--- config.mk ---
export PLATFORM = sky130hd
export DESIGN_NAME = serializer_buffered
export DESIGN_NICKNAME = d
export VERILOG_FILES = /design/src/rtl/serializer_pkg.sv /design/src/rtl/ser_shift_core.sv /design/src/rtl/serializer_buffered.sv
export SDC_FILE = /design/constraint.sdc
export NUM_CORES = 1
export LEC_CHECK = 0
export BUFFER_PORTS_ARGS = -buffer_cell sky130_fd_sc_hd__clkbuf_2
export CAP_MARGIN = 10
export CORE_ASPECT_RATIO = 0.7
export CORE_MARGIN = 5
export CORE_UTILIZATION = 25
export CTS_CLUSTER_DIAMETER = 100
export DETAILED_ROUTE_END_ITERATION = 12
export MAX_ROUTING_LAYER = met4
export PLACE_DENSITY = 0.39
export SLEW_MARGIN = 20
export SYNTH_ARGS = -nofsm -noshare
export SYNTH_HDL_FRONTEND = slang
export SYNTH_HIERARCHICAL = 1
export SYNTH_SLANG_ARGS = --single-unit
--- constraint.sdc ---
create_clock -name clk_i -period 4.38 [get_ports clk_i]
set_input_delay 0.876 -clock clk_i [delete_from_list [all_inputs] [get_ports clk_i]]
set_output_delay 0.876 -clock clk_i [all_outputs]
set_load 0.03 [all_outputs]
--- src/rtl/serializer_pkg.sv ---
// Shared definitions for the buffered serializer: length decode, default minimum
// length and the shift-core state encoding.
package serializer_pkg;

   localparam int MIN_LEN_DEFAULT = 3;

   typedef logic [0:0] state_t;
   localparam state_t ST_IDLE  = 1'b0;
   localparam state_t ST_SHIFT = 1'b1;

   // A zero length code selects the full word width.
   function automatic int unsigned len_decode(input int unsigned mod, input int unsigned data_w);
      return (mod == 0) ? data_w : mod;
   endfunction

endpackage

--- src/rtl/ser_shift_core.sv ---
// Shift register, bit counter and IDLE/SHIFT FSM. Emits one bit per cycle and can
// reload on the cycle of its last bit so consecutive words leave no gap.
module ser_shift_core
   import serializer_pkg::*;
#(
   parameter int DATA_W = 16,
   parameter int LEN_W  = 5
) (
   input  logic              clk_i,
   input  logic              srst_i,
   input  logic              load_i,
   input  logic [DATA_W-1:0] data_i,
   input  logic [LEN_W-1:0]  len_i,
   input  logic              lsb_first_i,
   output logic              free_o,
   output logic              last_o,
   output logic              ser_data_o,
   output logic              ser_val_o
);

   state_t            state_q;
   logic [DATA_W-1:0] shift_q;
   logic [LEN_W-1:0]  cnt_q;
   logic              lsb_q;
   logic              load_ok;

   assign ser_val_o  = (state_q == ST_SHIFT);
   assign last_o     = ser_val_o && (cnt_q == '0);
   assign free_o     = !ser_val_o || last_o;
   assign load_ok    = load_i && free_o;
   assign ser_data_o = ser_val_o && (lsb_q ? shift_q[0] : shift_q[DATA_W-1]);

   // NOTE: sequential state uses non-blocking assignments only, so every flop here
   // samples the pre-edge value of every other flop regardless of statement order.
   always_ff @(posedge clk_i) begin
      if (srst_i) begin
         state_q <= ST_IDLE;
         shift_q <= '0;
         cnt_q   <= '0;
         lsb_q   <= 1'b0;
      end else if (load_ok) begin
         state_q <= ST_SHIFT;
         shift_q <= data_i;
         cnt_q   <= len_i - LEN_W'(1);
         lsb_q   <= lsb_first_i;
      end else if (state_q == ST_SHIFT) begin
         if (cnt_q == '0) begin
            state_q <= ST_IDLE;
            shift_q <= '0;
         end else begin
            shift_q <= lsb_q ? (shift_q >> 1) : (shift_q << 1);
            cnt_q   <= cnt_q - LEN_W'(1);
         end
      end
   end

endmodule

--- src/rtl/serializer_buffered.sv ---
// Buffered serializer top: drop filter for short words, one-word pending register
// and ready/busy generation around the shift core.
module serializer_buffered
   import serializer_pkg::*;
#(
   parameter int DATA_W  = 16,
   parameter int MOD_W   = $clog2(DATA_W),
   parameter int MIN_LEN = MIN_LEN_DEFAULT
) (
   input  logic              clk_i,
   input  logic              srst_i,
   input  logic [DATA_W-1:0] data_i,
   input  logic [MOD_W-1:0]  data_mod_i,
   input  logic              lsb_first_i,
   input  logic              data_val_i,
   output logic              ready_o,
   output logic              ser_data_o,
   output logic              ser_data_val_o,
   output logic              busy_o
);

   localparam int LEN_W = MOD_W + 1;

   logic [LEN_W-1:0]  len_in;
   logic              keep;
   logic              accept;
   logic              core_free;
   logic              core_last;
   logic              to_pend;

   logic              pend_valid_q;
   logic [DATA_W-1:0] pend_data_q;
   logic [LEN_W-1:0]  pend_len_q;
   logic              pend_lsb_q;
   logic              ready_q;

   logic              ld;
   logic [DATA_W-1:0] ld_data;
   logic [LEN_W-1:0]  ld_len;
   logic              ld_lsb;

   assign len_in  = LEN_W'(len_decode(32'(data_mod_i), 32'(DATA_W)));
   assign keep    = (len_in >= LEN_W'(MIN_LEN));
   assign accept  = data_val_i && ready_q;
   assign to_pend = accept && keep && !core_free;

   // NOTE: every always_comb output gets a default first so no path leaves it
   // unassigned, which would otherwise infer a latch.
   always_comb begin
      ld      = 1'b0;
      ld_data = pend_data_q;
      ld_len  = pend_len_q;
      ld_lsb  = pend_lsb_q;
      if (core_free) begin
         if (pend_valid_q) begin
            ld = 1'b1;
         end else if (accept && keep) begin
            ld      = 1'b1;
            ld_data = data_i;
            ld_len  = len_in;
            ld_lsb  = lsb_first_i;
         end
      end
   end

   // NOTE: the pending payload is cleared on reset along with its valid flag, so a
   // word aborted by reset never leaves stale data behind.
   always_ff @(posedge clk_i) begin
      if (srst_i) begin
         pend_valid_q <= 1'b0;
         pend_data_q  <= '0;
         pend_len_q   <= '0;
         pend_lsb_q   <= 1'b0;
         ready_q      <= 1'b1;
      end else if (to_pend) begin
         pend_valid_q <= 1'b1;
         pend_data_q  <= data_i;
         pend_len_q   <= len_in;
         pend_lsb_q   <= lsb_first_i;
         ready_q      <= 1'b0;
      end else if (core_free && pend_valid_q) begin
         pend_valid_q <= 1'b0;
         ready_q      <= 1'b1;
      end
   end

   ser_shift_core #(
      .DATA_W (DATA_W),
      .LEN_W  (LEN_W)
   ) u_core (
      .clk_i       (clk_i),
      .srst_i      (srst_i),
      .load_i      (ld),
      .data_i      (ld_data),
      .len_i       (ld_len),
      .lsb_first_i (ld_lsb),
      .free_o      (core_free),
      .last_o      (core_last),
      .ser_data_o  (ser_data_o),
      .ser_val_o   (ser_data_val_o)
   );

   assign ready_o = ready_q;
   assign busy_o  = ser_data_val_o || pend_valid_q;

endmodule

==> results of run 1 <==
-- flip-flops by register name, summed over array words and instances (netlist names) --
signal and flops:
pend_data_q 16, pend_len_q 5, pend_lsb_q 1, pend_valid_q 1
ready_o 1, u_core/cnt_q 5, u_core/lsb_q 1, u_core/ser_val_o 1
u_core/shift_q 16
-- per-stage QoR --
stage / total power [W] / hold slack [ps] / cell area (um^2)
after floorplan: 0.00113 / 446 / 2790
after global placement: 0.00132 / 456 / 3060
after detailed placement: 0.00131 / 460 / 3060
after CTS: 0.00170 / 478 / 3200
after global routing: 0.00179 / 495 / 3200
final: 0.00167 / 472 / 3200
-- worst max-delay path, delay by kind of cell (launching register included) --
family                   cells  cell delay (ps)
flip-flops                   1              370
AO/OA/AOI/OAI                6             1600
AND/OR/NAND/NOR              2              940
adder cells (fa/ha/maj)      1              230
buffers and inverters        3              370
multiplexers                 1              260
-- report_power, final --
group	leakage [nW]	switching (W)	total, W	internal, W
logic	0.746	0.000392	0.000732	0.000340
clock network	0.0679	0.000159	0.000370	0.000211
registers	0.383	0.0000682	0.000570	0.000501
-- path summary, 6_finish.rpt --
path / endpoint / slack [ps] / cells past startpoint / from
hold / removal: pend_data_q[12] / 470 / 2 / pend_data_q[12]
setup reg to reg: u_core/cnt_q[4] / 480 / 13 / u_core/cnt_q[4]
hold reg to reg: pend_data_q[12] / 470 / 2 / pend_data_q[12]
setup / recovery: u_core/cnt_q[4] / 480 / 13 / u_core/cnt_q[4]
-- area by class of cell --
class | instances | area share, %
clock buffers | 7 | 4.14
clock inverters | 1 | 0.156
inverters | 10 | 1.17
multi-input cells | 204 | 52.4
flip-flops and latches | 47 | 29.4
well taps | 153 | 5.98
repair buffers | 38 | 6.80
-- placed cells by master, fill, tap and decap left out, types with 2 or more instances in the layout --
| cell | n |
|---|---|
| dfxtp_1 | 47 |
| nand2b_1 | 41 |
| clkbuf_2 | 27 |
| mux2i_1 | 24 |
| nor2_1 | 22 |
| mux2_4 | 18 |
| mux2_2 | 16 |
| a222oi_1 | 14 |
| buf_4 | 11 |
| inv_1 | 10 |
| a21oi_1 | 8 |
| o21ai_0 | 5 |
| a211oi_1 | 5 |
| clkbuf_16 | 5 |
| nor3_1 | 5 |
| a31oi_1 | 4 |
| o211ai_1 | 3 |
| o21bai_1 | 3 |
| nand2_1 | 2 |
| or2_2 | 2 |
| or2b_1 | 2 |
| nor3b_1 | 2 |
| clkbuf_1 | 2 |
| nor2b_1 | 2 |
| nand3_1 | 2 |
| a2111oi_0 | 2 |
| o41ai_1 | 2 |
| or4_1 | 2 |
| o2111a_1 | 2 |
-- per-layer routing --
metal | up-vias | part of all wire [%] | global-route usage [%]
li1 | 1083 | - | -
met1 | 1069 | 54 | 16.1
met2 | 32 | 42 | 14.8
met3 | 6 | 3.2 | 2.32
met4 | 0 | 1.2 | 3.72
met5 | - | 0 | -
==> qor.yml, run 1 <==
grt_pass1_wl_mm: 11.5
fmax_mhz: 257
grt_remaining_overflow: 0
min_period_over_period_pct: 88.9
hpwlAfterDp_mm: 4.74
crit_slowest_cell: "or4_1"
min_path_type: "flop to flop"
critical-path-max-stage-delay_ps: 520
cts_root_buffer: "clkbuf_16"
syn_nets: 310
worst_pin_slew_ps: 846
critPathLaunchType: "flop"
fillerInstances: 1185
gp_congestion: 0.838
syn_inst: 285
cts_buffer_depth: 2
fin_skew_ps: 5.10
yosys_warnings: 6
vias_per_cell: 4.76
areaGrowthSynthToFinish_pct: 14.9
crit_required_ps: 4560
cts_resized: 0
via_count: 2190
coreArea_mm2: 0.0110
start_util_pct: 25.4
postCtsSetupRepairBufs: 0
critPathMaxFanout: 7
drive_gt1_share_pct: 27.7
setup_tns_ps: 0
slew_viol_final: 0
numPortBuffers: 27
std_cell_rows: 32
die_y_um: 98.3
crit_type: "flop to flop"
htree_levels: 2
ant_nets: 0
fin_cells: 460
wire_per_inst_um: 14.8
cts.sinks: 47
cts-buffers-inserted: 5
timing.max_cap.violations: 0
num_antenna_cells: 0
path_common_cell: "inv_1"
wl_mm: 6.80
p_leak_nw: 1.20
crit_arrival_ps: 4080
grt_usage_pct: 11.0
hold_viol: 0
die_area_mm2: 0.0134
drc_errors: 0
worstSkewPairLatency_ps: 290
placed_cells: 452
ir_drop_uv: 155
grt_pass1_vias: 2235
cts_hold_buf: 0
cts_tree: "built"
setup_viol: 0
period_minus_slack_ps: 3900
status: "finished, final reports clean"
path_cells: "or3_4 -> o31a_1 -> inv_1 -> a21boi_0 -> inv_1 -> o41ai_4 -> mux2i_1 -> ha_1 -> inv_1 -> a2111oi_0 -> a31oi_1 -> or4_1 -> o2111a_1"
antenna_found_initial: 0
die_w_um: 136
fin_util_pct: 29.2
syn_avg_cell_area_um2: 9.78
slew_headroom_pct: 43.6
syn-cell-area_mm2: 0.00279
path_clk_slew_ps: 60
num-nets-final: 331
crit_path_end_kind: "flop"
grt_max_degree: 45
dp_slack_ps: 303
grt_setup_unrepaired: "false"
seqCellArea_um2: 941
fin_ws_ps: 484
multiInputGateArea_mm2: 0.00168
first_iter_violations: 108
pin_count: 28
drtPass1Iterations: 6
powerDensity_mw_per_mm2: 522
(Power assumes the default switching activity.)
==> run 2, diff against run 1 <==
--- a/config.mk
+++ b/config.mk
@@ -9,11 +9,11 @@
 export CAP_MARGIN = 10
 export CORE_ASPECT_RATIO = 0.7
 export CORE_MARGIN = 5
-export CORE_UTILIZATION = 25
+export CORE_UTILIZATION = 34
 export CTS_CLUSTER_DIAMETER = 100
 export DETAILED_ROUTE_END_ITERATION = 12
 export MAX_ROUTING_LAYER = met4
-export PLACE_DENSITY = 0.39
+export PLACE_DENSITY = 0.5
 export SLEW_MARGIN = 20
 export SYNTH_ARGS = -nofsm -noshare
 export SYNTH_HDL_FRONTEND = slang
==> run 2 against run 1 <==
Register-to-register slack improved by 60 ps. Sequential share of layout area increased by 0.69 points. Wire length fell by 8.6%. Clock power rose by 15%. Die area fell by 24%. Critical path depth did not move. Global-route usage up 2.0 points. First-iteration DRC count increased by 27%. Count of clock-buffer cells in the layout down 1. Critical path type unchanged.
==> qor.yml, run 2 (synthesis gave the netlist of run 1 again) <==
wl_mm: 6.21  # -8.6%
cts_root_buffer: "clkbuf_16"
first_iter_violations: 137  # +27%
ant_nets: 0  # unchanged
grt_usage_pct: 13.0  # +2.0 points
cts_buffer_depth: 2  # unchanged
mostFrequentLayoutCells: "dfxtp_1, nand2b_1, clkbuf_2, mux2i_1, nor2_1"
grt_max_degree: 48  # +6.7%
reg_top3: "pend_data_q (16), u_core/shift_q (16)"
hold_viol: 0  # unchanged
crit_arrival_ps: 4020  # -60 ps
hpwlAfterDp_mm: 4.27  # -9.9%
ir_drop_uv: 253  # +63%
hold_end: "pend_data_q[7]"
num-nets-final: 327  # -1.2%
via_count: 2089  # -4.6%
pin_count: 28  # unchanged
cts_hold_buf: 0  # unchanged
slew_headroom_pct: 43.1  # -0.49 points
critPathLaunchType: "flop"
layout_commonest_cell: "dfxtp_1"
antenna_found_initial: 0  # unchanged
die_area_mm2: 0.0101  # -24%
min_from: "pend_data_q[7]"
drc_errors: 0  # unchanged
grt_pass1_wl_mm: 10.5  # -8.5%
grt_remaining_overflow: 0  # unchanged
p_leak_nw: 1.19  # -0.93%
fin_util_pct: 39.4  # +10 points
numPortBuffers: 27  # unchanged
min_path_type: "flop to flop"
regToRegSetupSlack_ps: 540  # +60 ps
drive_gt1_share_pct: 26.8  # -0.87 points
fmax_mhz: 261  # +1.5%
holdWs_ps: 471  # -0.939 ps
fin_skew_ps: 4.23  # -0.872 ps
path_clk_slew_ps: 60  # about the same
cts_tree: "built"
r2r-start: "u_core/cnt_q[0]"
fin_cells: 403  # -12%
gp_congestion: 0.911  # +8.7%
areaGrowthSynthToFinish_pct: 12.3
timing.rr.end: "u_core/cnt_q[4]"
placed_cells: 396  # -12%
worst_pin_slew_ps: 853  # +7.33 ps
vias_per_cell: 5.18  # +8.9%
grt_setup_unrepaired: "false"
critPathMaxFanout: 8  # +1
drtPass1Iterations: 4  # -2
powerDensity_mw_per_mm2: 540  # +3.5%
cts_resized: 0  # unchanged
cts.sinks: 47  # unchanged
crit_required_ps: 4560  # about the same
htree_levels: 2  # unchanged
wire_per_inst_um: 15.4  # +4.3%
hold_path_depth: 2  # unchanged
start_util_pct: 35.1  # +9.7 points
status: "finished, final reports clean"
grt_pass1_vias: 2047  # -8.4%
worstSkewPairLatency_ps: 290  # about the same
die_y_um: 85.7  # -13%
timing.max_cap.violations: 0  # unchanged
crit_type: "flop to flop"
num_antenna_cells: 0  # unchanged
setup_tns_ps: 0  # unchanged
cts-buffers-inserted: 5  # unchanged
std_cell_rows: 27  # -16%
coreArea_mm2: 0.00794  # -28%
slew_viol_final: 0  # unchanged
crit_path_end_kind: "flop"
postCtsSetupRepairBufs: 0  # unchanged
ff2ff_path_depth: 13  # unchanged
die_w_um: 118  # -13%
setup_viol: 0  # unchanged
min_period_over_period_pct: 87.6  # -1.3 points
period_minus_slack_ps: 3840  # -57.2 ps
-- run 2: cell types whose count changed in the layout (fill, tap and decap cells not counted) --
cell       delta
clkbuf_1      -1
bufinv_16     +1
clkinv_2      -1
buf_4         -4
-- run 2: cell type report --
class,count,area [um^2]
well taps,101,126
clock inverters,1,30.0
clock buffers,6,129
flip-flops and latches,47,941
fillers,764,4810
multi-input cells,204,1680
inverters,10,37.5
repair buffers,34,188
-- run 2: critical path: stages (launching register included) --
cell and delay, ps:
dfxtp_1 380, or3_4 440, o31a_1 260, inv_1 150
a21boi_0 270, inv_1 140, o41ai_4 380, mux2i_1 240
ha_1 250, inv_1 70, a2111oi_0 390, a31oi_1 90
or4_1 520, o2111a_1 150
-- run 2: how the worst max path moves through the flow --
stage                           end             from
floorplan           u_core/cnt_q[4]  u_core/cnt_q[0]
global placement    u_core/cnt_q[4]    data_mod_i[1]
detailed placement  u_core/cnt_q[4]    data_mod_i[1]
CTS                 u_core/cnt_q[4]  u_core/cnt_q[0]
global route        u_core/cnt_q[4]  u_core/cnt_q[0]
finish              u_core/cnt_q[4]  u_core/cnt_q[0]
-- run 2: stage by stage --
step / worst slack [ps] / cell area (um^2) / power [W]
2_1_floorplan: 35.3 / 2790 / 0.00113
3_3_place_gp: 435 / 2970 / 0.00128
3_5_place_dp: 353 / 2970 / 0.00127
4_1_cts: 550 / 3130 / 0.00170
5_1_grt: 189 / 3130 / 0.00180
6_report: 541 / 3130 / 0.00169
-- run 2: power breakdown --
group | total [W] | internal (W) | switching, W | leakage, nW
combinational | 0.000677 | 0.000319 | 0.000358 | 0.726
clock | 0.000424 | 0.000266 | 0.000158 | 0.0769
sequential | 0.000589 | 0.000501 | 0.0000873 | 0.383
-- run 2: per-layer routing --
metal,track usage [%],wire length (um),vias to the layer above
met1,19.6,3460,962
met2,17.1,2430,52
met3,3.56,272,4
li1,-,-,1071
met4,2.50,50,0
met5,-,0,-
==> run 3, diff against run 2 <==
--- a/config.mk
+++ b/config.mk
@@ -10,6 +10,7 @@
 export CORE_ASPECT_RATIO = 0.7
 export CORE_MARGIN = 5
 export CORE_UTILIZATION = 34
+export CTS_BUF_LIST = sky130_fd_sc_hd__clkbuf_4 sky130_fd_sc_hd__clkbuf_8 sky130_fd_sc_hd__clkbuf_16
 export CTS_CLUSTER_DIAMETER = 100
 export DETAILED_ROUTE_END_ITERATION = 12
 export MAX_ROUTING_LAYER = met4
==> run 3 against run 2 <==
Largest cell class unchanged. Count of clock-buffer cells in the layout stayed put. Non-clock buffer count unchanged. Sequential power about the same. Via count up 0.57%. Clock skew is 1.8 ps lower. Total power increased by 0.30%. First-iteration DRC count up 6.6%. Final cell count unchanged.
==> qor.yml, run 3 (synthesis gave the netlist of run 1 again) <==
power.internal_w: 0.00109  # +0.56%
pin_count: 28  # unchanged
mostFrequentLayoutCells: "dfxtp_1, nand2b_1, clkbuf_2, mux2i_1, nor2_1"
drtPass1Iterations: 5  # +1
drc_errors: 0  # unchanged
ant_nets: 0  # unchanged
wire_per_inst_um: 15.4  # +0.23%
cts.sinks: 47  # unchanged
critPathLaunchType: "flop"
slew_headroom_pct: 43.5  # +0.39 points
grt_setup_unrepaired: "false"
grt_pass1_wl_mm: 10.5  # -0.13%
min_period_over_period_pct: 87.6  # about the same
sequentialPowerShare_pct: 34.7  # about the same
crit_required_ps: 4560  # about the same
grt_remaining_overflow: 0  # unchanged
die_w_um: 118  # unchanged
critPathBufInv: 3  # unchanged
cts_tree: "built"
fin_util_pct: 39.4  # +0.047 points
gp_congestion: 0.911  # unchanged
numPortBuffers: 27  # unchanged
slew_viol_final: 0  # unchanged
swShare_pct: 35.5  # -0.17 points
cts_hold_buf: 0  # unchanged
areaGrowthSynthToFinish_pct: 12.4
pwr-share-comb_pct: 40.0  # about the same
grt_max_degree: 48  # unchanged
setup_tns_ps: 0  # unchanged
die_area_mm2: 0.0101  # unchanged
start_util_pct: 35.1  # unchanged
crit_type: "flop to flop"
p_leak_nw: 1.19  # +0.29%
hpwlAfterDp_mm: 4.27  # unchanged
coreArea_mm2: 0.00794  # unchanged
p_switching_w: 0.000602  # -0.17%
p_clk_share_pct: 25.3  # +0.2 points
critPathMaxFanout: 8  # unchanged
powerDensity_mw_per_mm2: 541  # +0.18%
die_y_um: 85.7  # unchanged
vias_per_cell: 5.21  # +0.57%
reg_top3: "pend_data_q (16), u_core/shift_q (16)"
layout_commonest_cell: "dfxtp_1"
cts_buffer_depth: 2  # unchanged
fin_ws_ps: 545  # +3.77 ps
ir_drop_uv: 253  # +0.17%
timing.max_cap.violations: 0  # unchanged
via_count: 2101  # +0.57%
worstSkewPairLatency_ps: 290  # about the same
dp_slack_ps: 353  # unchanged
fin_skew_ps: 2.42  # -1.81 ps
regToRegSetupSlack_ps: 550  # about the same
grt_pass1_vias: 2048  # +0.049%
antenna_found_initial: 0  # unchanged
num-nets-final: 327  # unchanged
drive_gt1_share_pct: 27.2  # +0.33 points
hold_viol: 0  # unchanged
htree_levels: 2  # unchanged
std_cell_rows: 27  # unchanged
min_path_type: "flop to flop"
path_cells: "or3_4 -> o31a_1 -> inv_1 -> a21boi_0 -> inv_1 -> o41ai_4 -> mux2i_1 -> ha_1 -> inv_1 -> a2111oi_0 -> a31oi_1 -> or4_1 -> o2111a_1"
crit_slowest_cell: "or4_1"
path_delay_family: "compound AO/OA/AOI/OAI gates"
period_minus_slack_ps: 3830  # -3.77 ps
fillerInstances: 760  # -0.52%
path_common_cell: "inv_1"
grt_usage_pct: 13.0  # -0.014 points
num_antenna_cells: 0  # unchanged
crit_arrival_ps: 4020  # about the same
path_clk_slew_ps: 60  # about the same
worst_pin_slew_ps: 848  # -5.85 ps
crit_path_end_kind: "flop"
critical-path-max-stage-delay_ps: 510  # about the same
postCtsSetupRepairBufs: 0  # unchanged
cts_root_buffer: "clkbuf_16"
wl_mm: 6.23  # +0.23%
first_iter_violations: 146  # +6.6%
cts_resized: 0  # unchanged
holdWs_ps: 471  # -0.00500 ps
setup_viol: 0  # unchanged
fmax_mhz: 261  # about the same
cts-buffers-inserted: 5  # unchanged
status: "finished, final reports clean"
==> run 3: cell type report <==
type	count	area, um^2	area share [%]
clock inverter	1	30.0	0.959
tap	101	126	4.04
sequential	47	941	30.0
timing repair buffer	34	188	5.99
inverter	10	37.5	1.20
clock buffer	6	133	4.23
multi-input combinational	204	1680	53.5
==> run 3: worst register-to-register path: cells and delay by family, from the launching register on <==
kind                       cells  cell delay (ps)
adders and majority gates      1              250
buffers and inverters          3              360
muxes                          1              240
and+or+nand+nor                2              950
AOI/OAI and AO/OA              6             1540
DFF                            1              380
==> run 3: power groups by stage <==
stage	registers (W)	clock network (W)	logic (W)
after global placement	0.000599	0	0.000680
final	0.000588	0.000429	0.000678
after global routing	0.000601	0.000461	0.000746
after floorplan	0.000562	0	0.000564
after detailed placement	0.000595	0	0.000678
after CTS	0.000587	0.000439	0.000683
==> run 3: final timing paths <==
kind / cells after the start / start / to
hold reg to reg: 2 / pend_data_q[7] / pend_data_q[7]
setup / recovery: 13 / u_core/cnt_q[0] / u_core/cnt_q[4]
setup reg to reg: 13 / u_core/cnt_q[0] / u_core/cnt_q[4]
hold / removal: 2 / pend_data_q[7] / pend_data_q[7]
==> run 3: routing by layer <==
layer  vias up  track usage [%]  wire length (um)
met3         4             3.56               260
met5         -                -                 0
met4         0             2.50                50
met2        45             17.0              2460
met1       981             19.6              3460
li1       1071                -                 -
==> run 3: through the flow <==
stage | instance area, um^2 | instances | total power, W
global route | 3130 | 403 | 0.00181
floorplan | 2790 | 285 | 0.00113
CTS | 3130 | 403 | 0.00171
global placement | 2970 | 396 | 0.00128
detailed placement | 2970 | 396 | 0.00127
finish | 3130 | 403 | 0.00170
